File: src/rtl/mips_pkg.sv
// Shared definitions for the MIPS boot path: loader state encoding and bus widths.
// Latency: n/a (types and constants only).
// Backpressure: n/a.
package mips_pkg;

  localparam int WORD_W = 32;
  localparam int BYTE_W = 8;

  typedef enum logic [2:0] {
    LD_HDR  = 3'd0,
    LD_DATA = 3'd1,
    LD_CSUM = 3'd2,
    LD_DONE = 3'd3,
    LD_ERR  = 3'd4
  } ld_state_e;

endpackage

File: src/rtl/prog_loader_byte_packer.sv
// Packs accepted stream bytes into big-endian words (first byte lands in [31:24]).
// Latency: combinational; o_word/o_word_done are valid in the cycle of the 4th byte's accept.
// Backpressure: none of its own; the parent decides acceptance through i_accept.
// Ports: i_clr clears a partial word, i_accept marks a consumed byte on i_byte,
//        o_word is the assembled word, o_word_done flags the 4th byte of a word.
module byte_packer
  import mips_pkg::*;
(
  input  logic              clk,
  input  logic              rst_n,
  input  logic              i_clr,
  input  logic              i_accept,
  input  logic [BYTE_W-1:0] i_byte,
  output logic [WORD_W-1:0] o_word,
  output logic              o_word_done
);

  logic [1:0]  r_byte_cnt;
  logic [23:0] r_shift;

  // The completed word is formed from the three held bytes plus the byte being
  // accepted now, so the parent can act on it at the same clock edge.
  assign o_word      = {r_shift, i_byte};
  assign o_word_done = i_accept && (r_byte_cnt == 2'd3);

  always_ff @(posedge clk or negedge rst_n) begin
    if (!rst_n) begin
      r_byte_cnt <= 2'd0;
      r_shift    <= 24'd0;
    end else if (i_clr) begin
      r_byte_cnt <= 2'd0;
      r_shift    <= 24'd0;
    end else if (i_accept) begin
      r_byte_cnt <= r_byte_cnt + 2'd1;  // wraps 3 -> 0 naturally
      r_shift    <= {r_shift[15:0], i_byte};
    end
  end

endmodule

File: src/rtl/prog_loader.sv
// Boot loader: streams a length header, N program words and an XOR checksum into imem.
// Latency: each data word's im_we fires one cycle after the edge accepting its last byte.
// Backpressure: in_ready high in HDR/DATA/CSUM (never stalls), low in DONE/ERR and reset.
// Ports: in_data/in_valid/in_ready byte stream; restart re-arms from DONE/ERR;
//        im_we/im_addr/im_wdata imem write port; core_run, load_err, words_loaded status.
module prog_loader
  import mips_pkg::*;
#(
  parameter int          MAX_WORDS = 256,
  parameter logic [31:0] BASE_ADDR = 32'h0000_0000  // must be word-aligned
) (
  input  logic              clk,
  input  logic              rst_n,
  input  logic [BYTE_W-1:0] in_data,
  input  logic              in_valid,
  output logic              in_ready,
  input  logic              restart,
  output logic              im_we,
  output logic [WORD_W-1:0] im_addr,
  output logic [WORD_W-1:0] im_wdata,
  output logic              core_run,
  output logic              load_err,
  output logic [15:0]       words_loaded
);

  localparam logic [WORD_W-1:0] MAX_W = WORD_W'(MAX_WORDS);

  ld_state_e         r_state;
  logic [15:0]       r_n;
  logic [15:0]       r_word_cnt;
  logic [WORD_W-1:0] r_csum;
  logic              r_in_ready;
  logic              r_im_we;
  logic [WORD_W-1:0] r_im_addr;
  logic [WORD_W-1:0] r_im_wdata;
  logic              r_core_run;
  logic              r_load_err;

  logic              w_accept;
  logic              w_word_done;
  logic [WORD_W-1:0] w_word;
  logic              w_rearm;
  logic [15:0]       w_cnt_nxt;

  assign w_accept  = in_valid && r_in_ready;
  assign w_rearm   = restart && ((r_state == LD_DONE) || (r_state == LD_ERR));
  assign w_cnt_nxt = r_word_cnt + 16'd1;

  byte_packer u_packer (
    .clk         (clk),
    .rst_n       (rst_n),
    .i_clr       (w_rearm),
    .i_accept    (w_accept),
    .i_byte      (in_data),
    .o_word      (w_word),
    .o_word_done (w_word_done)
  );

  always_ff @(posedge clk or negedge rst_n) begin
    if (!rst_n) begin
      r_state    <= LD_HDR;
      r_n        <= 16'd0;
      r_word_cnt <= 16'd0;
      r_csum     <= '0;
      r_in_ready <= 1'b0;
      r_im_we    <= 1'b0;
      r_im_addr  <= BASE_ADDR;
      r_im_wdata <= '0;
      r_core_run <= 1'b0;
      r_load_err <= 1'b0;
    end else begin
      r_im_we <= 1'b0;
      case (r_state)
        LD_HDR: begin
          // in_ready comes up the first cycle after reset release
          r_in_ready <= 1'b1;
          if (w_word_done) begin
            if (w_word > MAX_W) begin
              r_state    <= LD_ERR;
              r_in_ready <= 1'b0;
              r_load_err <= 1'b1;
            end else if (w_word == '0) begin
              r_state <= LD_CSUM;
            end else begin
              r_n     <= w_word[15:0];  // fits: bounded by MAX_WORDS
              r_state <= LD_DATA;
            end
          end
        end
        LD_DATA: begin
          if (w_word_done) begin
            r_im_we    <= 1'b1;
            r_im_wdata <= w_word;
            r_im_addr  <= BASE_ADDR + {14'd0, r_word_cnt, 2'b00};
            r_csum     <= r_csum ^ w_word;
            r_word_cnt <= w_cnt_nxt;
            if (w_cnt_nxt == r_n) r_state <= LD_CSUM;
          end
        end
        LD_CSUM: begin
          if (w_word_done) begin
            r_in_ready <= 1'b0;
            if (w_word == r_csum) begin
              r_state    <= LD_DONE;
              r_core_run <= 1'b1;
            end else begin
              r_state    <= LD_ERR;
              r_load_err <= 1'b1;
              r_core_run <= 1'b0;
            end
          end
        end
        LD_DONE, LD_ERR: begin
          if (restart) begin
            r_state    <= LD_HDR;
            r_in_ready <= 1'b1;
            r_n        <= 16'd0;
            r_word_cnt <= 16'd0;
            r_csum     <= '0;
            r_core_run <= 1'b0;
            r_load_err <= 1'b0;
          end
        end
        default: begin
          r_state    <= LD_HDR;
          r_in_ready <= 1'b0;
        end
      endcase
    end
  end

  assign in_ready     = r_in_ready;
  assign im_we        = r_im_we;
  assign im_addr      = r_im_addr;
  assign im_wdata     = r_im_wdata;
  assign core_run     = r_core_run;
  assign load_err     = r_load_err;
  assign words_loaded = r_word_cnt;

endmodule

File: config.mk
export PLATFORM = sky130hd
export DESIGN_NAME = prog_loader
export DESIGN_NICKNAME = d
export VERILOG_FILES = /design/src/rtl/mips_pkg.sv /design/src/rtl/prog_loader_byte_packer.sv /design/src/rtl/prog_loader.sv
export SDC_FILE = /design/constraint.sdc
export NUM_CORES = 1
export LEC_CHECK = 0
export BUFFER_PORTS_ARGS = -buffer_cell sky130_fd_sc_hd__buf_2
export CAP_MARGIN = 10
export CORE_MARGIN = 1
export CORE_UTILIZATION = 58
export CTS_CLUSTER_SIZE = 16
export DETAILED_ROUTE_END_ITERATION = 12
export PLACE_DENSITY = 0.8
export REMOVE_ABC_BUFFERS = 1
export SETUP_SLACK_MARGIN = 0.3
export SLEW_MARGIN = 20
export SYNTH_ARGS = -nofsm -noshare
export SYNTH_HDL_FRONTEND = slang
export SYNTH_SLANG_ARGS = --single-unit
File: constraint.sdc
create_clock -name clk -period 4.9 [get_ports clk]
set_input_delay 0.98 -clock clk [delete_from_list [all_inputs] [get_ports clk]]
set_output_delay 0.98 -clock clk [all_outputs]
set_load 0.1 [all_outputs]
== Word-level counts from Yosys, hierarchy flattened ==
Index checks and enable logic that the tools add are counted.
Cells by class
  add/subtract/negate cells: 2
  div/mod/pow operators: 0
  mux-type cells: 39
  order comparisons: 1
  shift-type cells: 0
  reductions and logical operators: 19
  equal/unequal tests: 16
  $mul: 0
  bitwise operators: 2
Operators by type and width (number)
  $mux W16: 5
  $mux W32: 2
  $pmux W16 S2: 2
  $pmux W32 S2: 1
  $mux W24: 2
  $eq A32 B32 Y1: 1
  $gt A32 B9 Y1 const B: 1
  $logic_not A32 Y1: 1
  $xor A32 B32 Y32: 1
  $mux W3: 7
  $add A16 B1 Y16 const B: 1
  $eq A16 B16 Y1: 1
  $mux W1: 13
  $ne A2 B2 Y1 const B: 6
  $pmux W3 S4: 1
  $reduce_and A5 Y1: 2
  $reduce_and A3 Y1: 3
  $reduce_bool A2 Y1: 4
  $eq A3 B2 Y1 const B: 2
  $mux W2: 3
  $ne A2 B1 Y1 const B: 3
  $reduce_and A6 Y1: 1
  $pmux W1 S4: 1
  $eq A3 B1 Y1 const B: 1
  12 further kinds: 14
Storage, ports and cells
  bits in read-only memories: 0
  memories: 0
  bits in latches: 0
  output and inout bits: 84
  RAM bits: 0
  flip-flop bits (word level): 145

== Depth between registers and ports, before layout ==
  depth in word-level cells: 5
  gate-level depth with buffers: 10
  gate-level depth less buffers: 7

== Modules after synthesis ==
A second synthesis with hierarchy kept.
Unflattened totals
  cell total of the unflattened synthesis: 793
  area total of the unflattened synthesis: 7190.6 um^2
By module, submodules not included
  prog_loader: instances 1, area each 6037.0 um^2, cells each 699
  byte_packer: instances 1, area each 1153.6 um^2, cells each 94

== Worst setup path after synthesis ==
Ideal clock, no wire load.
  path kind: reg2reg
  from: register r_word_cnt[0] (netlist: words_loaded[0])
  to: register r_state[1]
  period minus slack after synthesis: 3.116 ns
  arrival: 3.035 ns
  setup slack: 1.784 ns
  cell stages (with the launch flop): 8
  library setup time: 0.080 ns
  data required time: 4.820 ns
  cell sequence: dfrtp_1 -> buf_2 -> nand4_1 -> or3_1 -> xnor2_1 -> mux2_2 -> or4_4 -> o211ai_2
Between the ends
  cells in the longest elaborated chain, start to end: 4
Ends and longest elaborated chain
  from (decl): line prog_loader.sv:30  | logic [15:0] r_word_cnt;
  from (signal assigned): line prog_loader.sv:96  | r_word_cnt <= w_cnt_nxt;
  $add A16 B1 Y16: line prog_loader.sv:47  | assign w_cnt_nxt = r_word_cnt + 16'd1;
  $eq A16 B16 Y1: line prog_loader.sv:97  | if (w_cnt_nxt == r_n) r_state <= LD_CSUM;
  $ne A2 B2 Y1 (no line)
  $reduce_and A5 Y1 (no line)
  to (signal assigned): line prog_loader.sv:97
  to (signal assigned): line prog_loader.sv:104  | r_state <= LD_DONE;
  to (signal assigned): line prog_loader.sv:107  | r_state <= LD_ERR;
  to (decl): line prog_loader.sv:28  | ld_state_e r_state;
No other way between the ends.
A chain may end at the register's enable or synchronous reset.

== Worst setup path in the final report ==
Same ends and word-level chain as after synthesis.

==> metrics.md <==
| Metric | Value |
|---|---|
| Status | `complete, no violations` |
| Share of cells above drive strength 1 | `14.5%` |
| Max-slew violations | `0` |
| Mapped Area | `0.00710 mm2` |
| CP Class | `reg -> reg` |
| Wire length per cell | `16.3 um` |
| # Post-CTS Setup Buffers | `0` |
| Number of buffers created by CTS | `17` |
| Top-count cell post-synth | `nand2_1` |
| Final Cycle Share | `59.4%` |
| Yosys top cell by area | `dfrtp_1` |
| Top Layer Used | `met4` |
| CTS tree | `built` |
| Crit-path max FO | `10` |
| Yosys top cell area share | `51.1%` |
| Ys Warns | `0` |
| Longest Clk Path Bufs | `2` |
| Pwr per Cell Area | `338 mW/mm2` |
| Area contributors post-synth | `dfrtp_1 51%, nand2_1 12%, o21ai_0 7.7%, xnor2_1 3.8%, nor2_1 2.5%` |
| P_leak | `4.19 nW` |
| Clock Skew | `0.00654 ns` |
| HPWL after DPL | `10.5 mm` |
| Vias per inst | `5.89` |
| DRT Pass-1 Iters | `5` |
| Net count reported at finish | `885` |
| Slew HR | `37.6%` |
| Syn Inst Count | `814` |
| Global-route usage over all layers | `28.1%` |
| Fill cells | `966` |
| IO Port Bufs | `79` |
| CTS H-tree lvls | `4` |
| Post-Syn Area per Cell | `8.72 um2` |
| DIE WIDTH | `113 um` |
| Finish-stage setup viols | `0` |
| Final Hold Viols | `0` |
| Area growth from synthesis to layout | `15.0%` |
| Crit end category | `flop` |
| Routed wl met2 | `8.52 mm` |
| I/O Pins | `96` |
| Initial DRC Count | `450` |
| MaxCap Viol Count | `0` |
| Clk sinks | `145` |
| Worst hold slack | `0.467 ns` |
| VDD IR max | `0.199 mV` |
| Initial antenna violation count | `0` |
| CTS resizes | `0` |
| Hold WC Path Type | `reg -> reg` |
| Yosys cell types | `57` |
| Initial Utilization | `59.4%` |
| Asr flop ratio synth | `100%` |
| Detailed-route via count | `6066` |
| Worst-Margin Slew | `0.937 ns` |
| Metal-1 WL | `6.95 mm` |
| Min cycle time layout | `2.91 ns` |
| Final ANT Viol Nets | `0` |
| Hold-fix buffers, CTS | `0` |
| Routed Wire Length | `16.8 mm` |
| Worst EP required | `5.25 ns` |
| Total die area | `0.0127 mm2` |
| Highest clock rate | `0.344 GHz` |
| Clk Latency, worst-skew pair | `0.42 ns` |
| Synth Flop Type | `dfrtp_1` |
| Worst-path clk slew | `0.06 ns` |
| Setup TNS | `0 ns` |
| Die height | `113 um` |
| Commonest cells in the netlist | `221 x nand2_1, 145 x dfrtp_1, 109 x o21ai_0` |
| CTS root buffer | `clkbuf_16` |
| Synth Register Bits | `145` |
| Seq/Total Area, Yosys | `51.1%` |
| Pin count of the biggest net entering global routing | `115` |
| Core ar. | `0.0120 mm2` |
| Drc violations | `0` |
| Critical Path Start Type | `flop` |
| # diodes | `0` |
| Vias in the first global route | `5771` |
| Met3 routed wirelength | `829 um` |
| GP Congestion | `0.841` |
| Critical Path AT | `3.26 ns` |
| RSZ-0062 raised after global routing | `false` |
| EDFF count, synth | `0` |
| Remaining Overflow, GRT | `0` |
| FP Rows | `40` |
| First-pass GRT wire length | `28.1 mm` |
[per-layer routing]
metal	vias up	GRT usage, %
li1	2846	-
met1	2954	34.6
met2	223	47.8
met3	43	5.35
met4	0	13.2
met5	-	0
[area by class of cell]
type / instances / area [um2] / share of cell area (%)
Multi-Input combinational cell: 608 / 3170 / 38.9
Timing Repair Buffer: 86 / 460 / 5.64
Sequential cell: 145 / 3630 / 44.4
Clock inverter: 9 / 176 / 2.16
Inverter: 13 / 48.8 / 0.598
Clock buffer: 22 / 494 / 6.05
Tap cell: 147 / 184 / 2.25
[final timing paths]
| kind | cells after the start | start | end | slack (ns) |
|---|---|---|---|---|
| hold / removal | 2 | im_addr[17]$_DFFE_PN0P_ | im_addr[17]$_DFFE_PN0P_ | 0.47 |
| setup reg to reg | 7 | words_loaded[0]$_DFFE_PN0P_ | r_state[1]$_DFFE_PN0P_ | 1.99 |
| hold reg to reg | 2 | im_addr[17]$_DFFE_PN0P_ | im_addr[17]$_DFFE_PN0P_ | 0.47 |
| setup / recovery | 7 | words_loaded[0]$_DFFE_PN0P_ | r_state[1]$_DFFE_PN0P_ | 1.99 |
| max in group asynchronous | 2 | rst_n | r_csum[4]$_DFFE_PN0P_ | 3.18 |
| min in group asynchronous | 1 | rst_n | im_addr[5]$_DFFE_PN0P_ | 0.62 |
[report_power, final]
| group | internal (mW) | total [mW] | switching, mW |
|---|---|---|---|
| Sequential | 1.20 | 1.20 | 0.000603 |
| Clock | 0.967 | 1.46 | 0.491 |
| Combinational | 0.00913 | 0.102 | 0.0930 |
| Total | 2.18 | 2.76 | 0.584 |
[critical path, stage by stage, from the launching register on]
cell      delay (ns)
dfrtp_1         0.53
ha_1            0.34
nand3_1         0.32
or3_1           0.45
a221oi_1        0.38
nand4_1         0.20
or4_4           0.45
o211ai_2        0.16
[per-stage QoR]
step	setup WS (ns)	util [%]	instance area, um2	cells	power (mW)
finish	1.99	68.3	8170	1030	2.76
global route	1.86	68.3	8170	1030	2.83
CTS	2.03	68.2	8160	1030	2.77
detailed placement	1.93	62.6	7490	999	1.32
global placement	2.04	62.6	7490	999	1.32
floorplan	-1.18	-	6840	766	1.28
[layout by cell type, fill, tap and decap left out, types with 3 or more instances in the layout]
master / count
a21oi_1: 31
a31oi_1: 6
and2_1: 10
and3_1: 5
buf_2: 78
buf_4: 6
bufinv_16: 5
clkbuf_16: 17
clkbuf_8: 6
conb_1: 16
dfrtp_1: 145
inv_1: 12
nand2_1: 220
nand2b_1: 20
nand3_1: 11
nand4_1: 13
nor2_1: 46
nor2b_1: 3
nor3_1: 4
nor3b_1: 3
nor4_1: 11
o2111ai_1: 3
o211ai_1: 4
o21ai_0: 109
o31ai_1: 5
o41ai_1: 3
or3_1: 4
xnor2_1: 31
xor2_1: 7
[flip-flops by register name, indices dropped and copies added, names as in the netlist]
register             flops
im_wdata                32
r_n                     16
core_run                 1
u_packer.r_shift        24
r_csum                  32
load_err                 1
im_addr                 16
r_state                  3
u_packer.r_byte_cnt      2
in_ready                 1
im_we                    1
words_loaded            16
[cells by family after synthesis]
family | count (synthesis) | share of synthesized area, %
and+or+nand+nor | 365 | 23.3
AOI/OAI and AO/OA | 185 | 15.0
DFF | 145 | 51.1
buffers and inverters | 76 | 5.16
xor gates and xnor gates | 38 | 4.69
adders and majority gates | 2 | 0.352
muxes | 2 | 0.317
other | 1 | 0.0528
(Power assumes the default switching activity.)
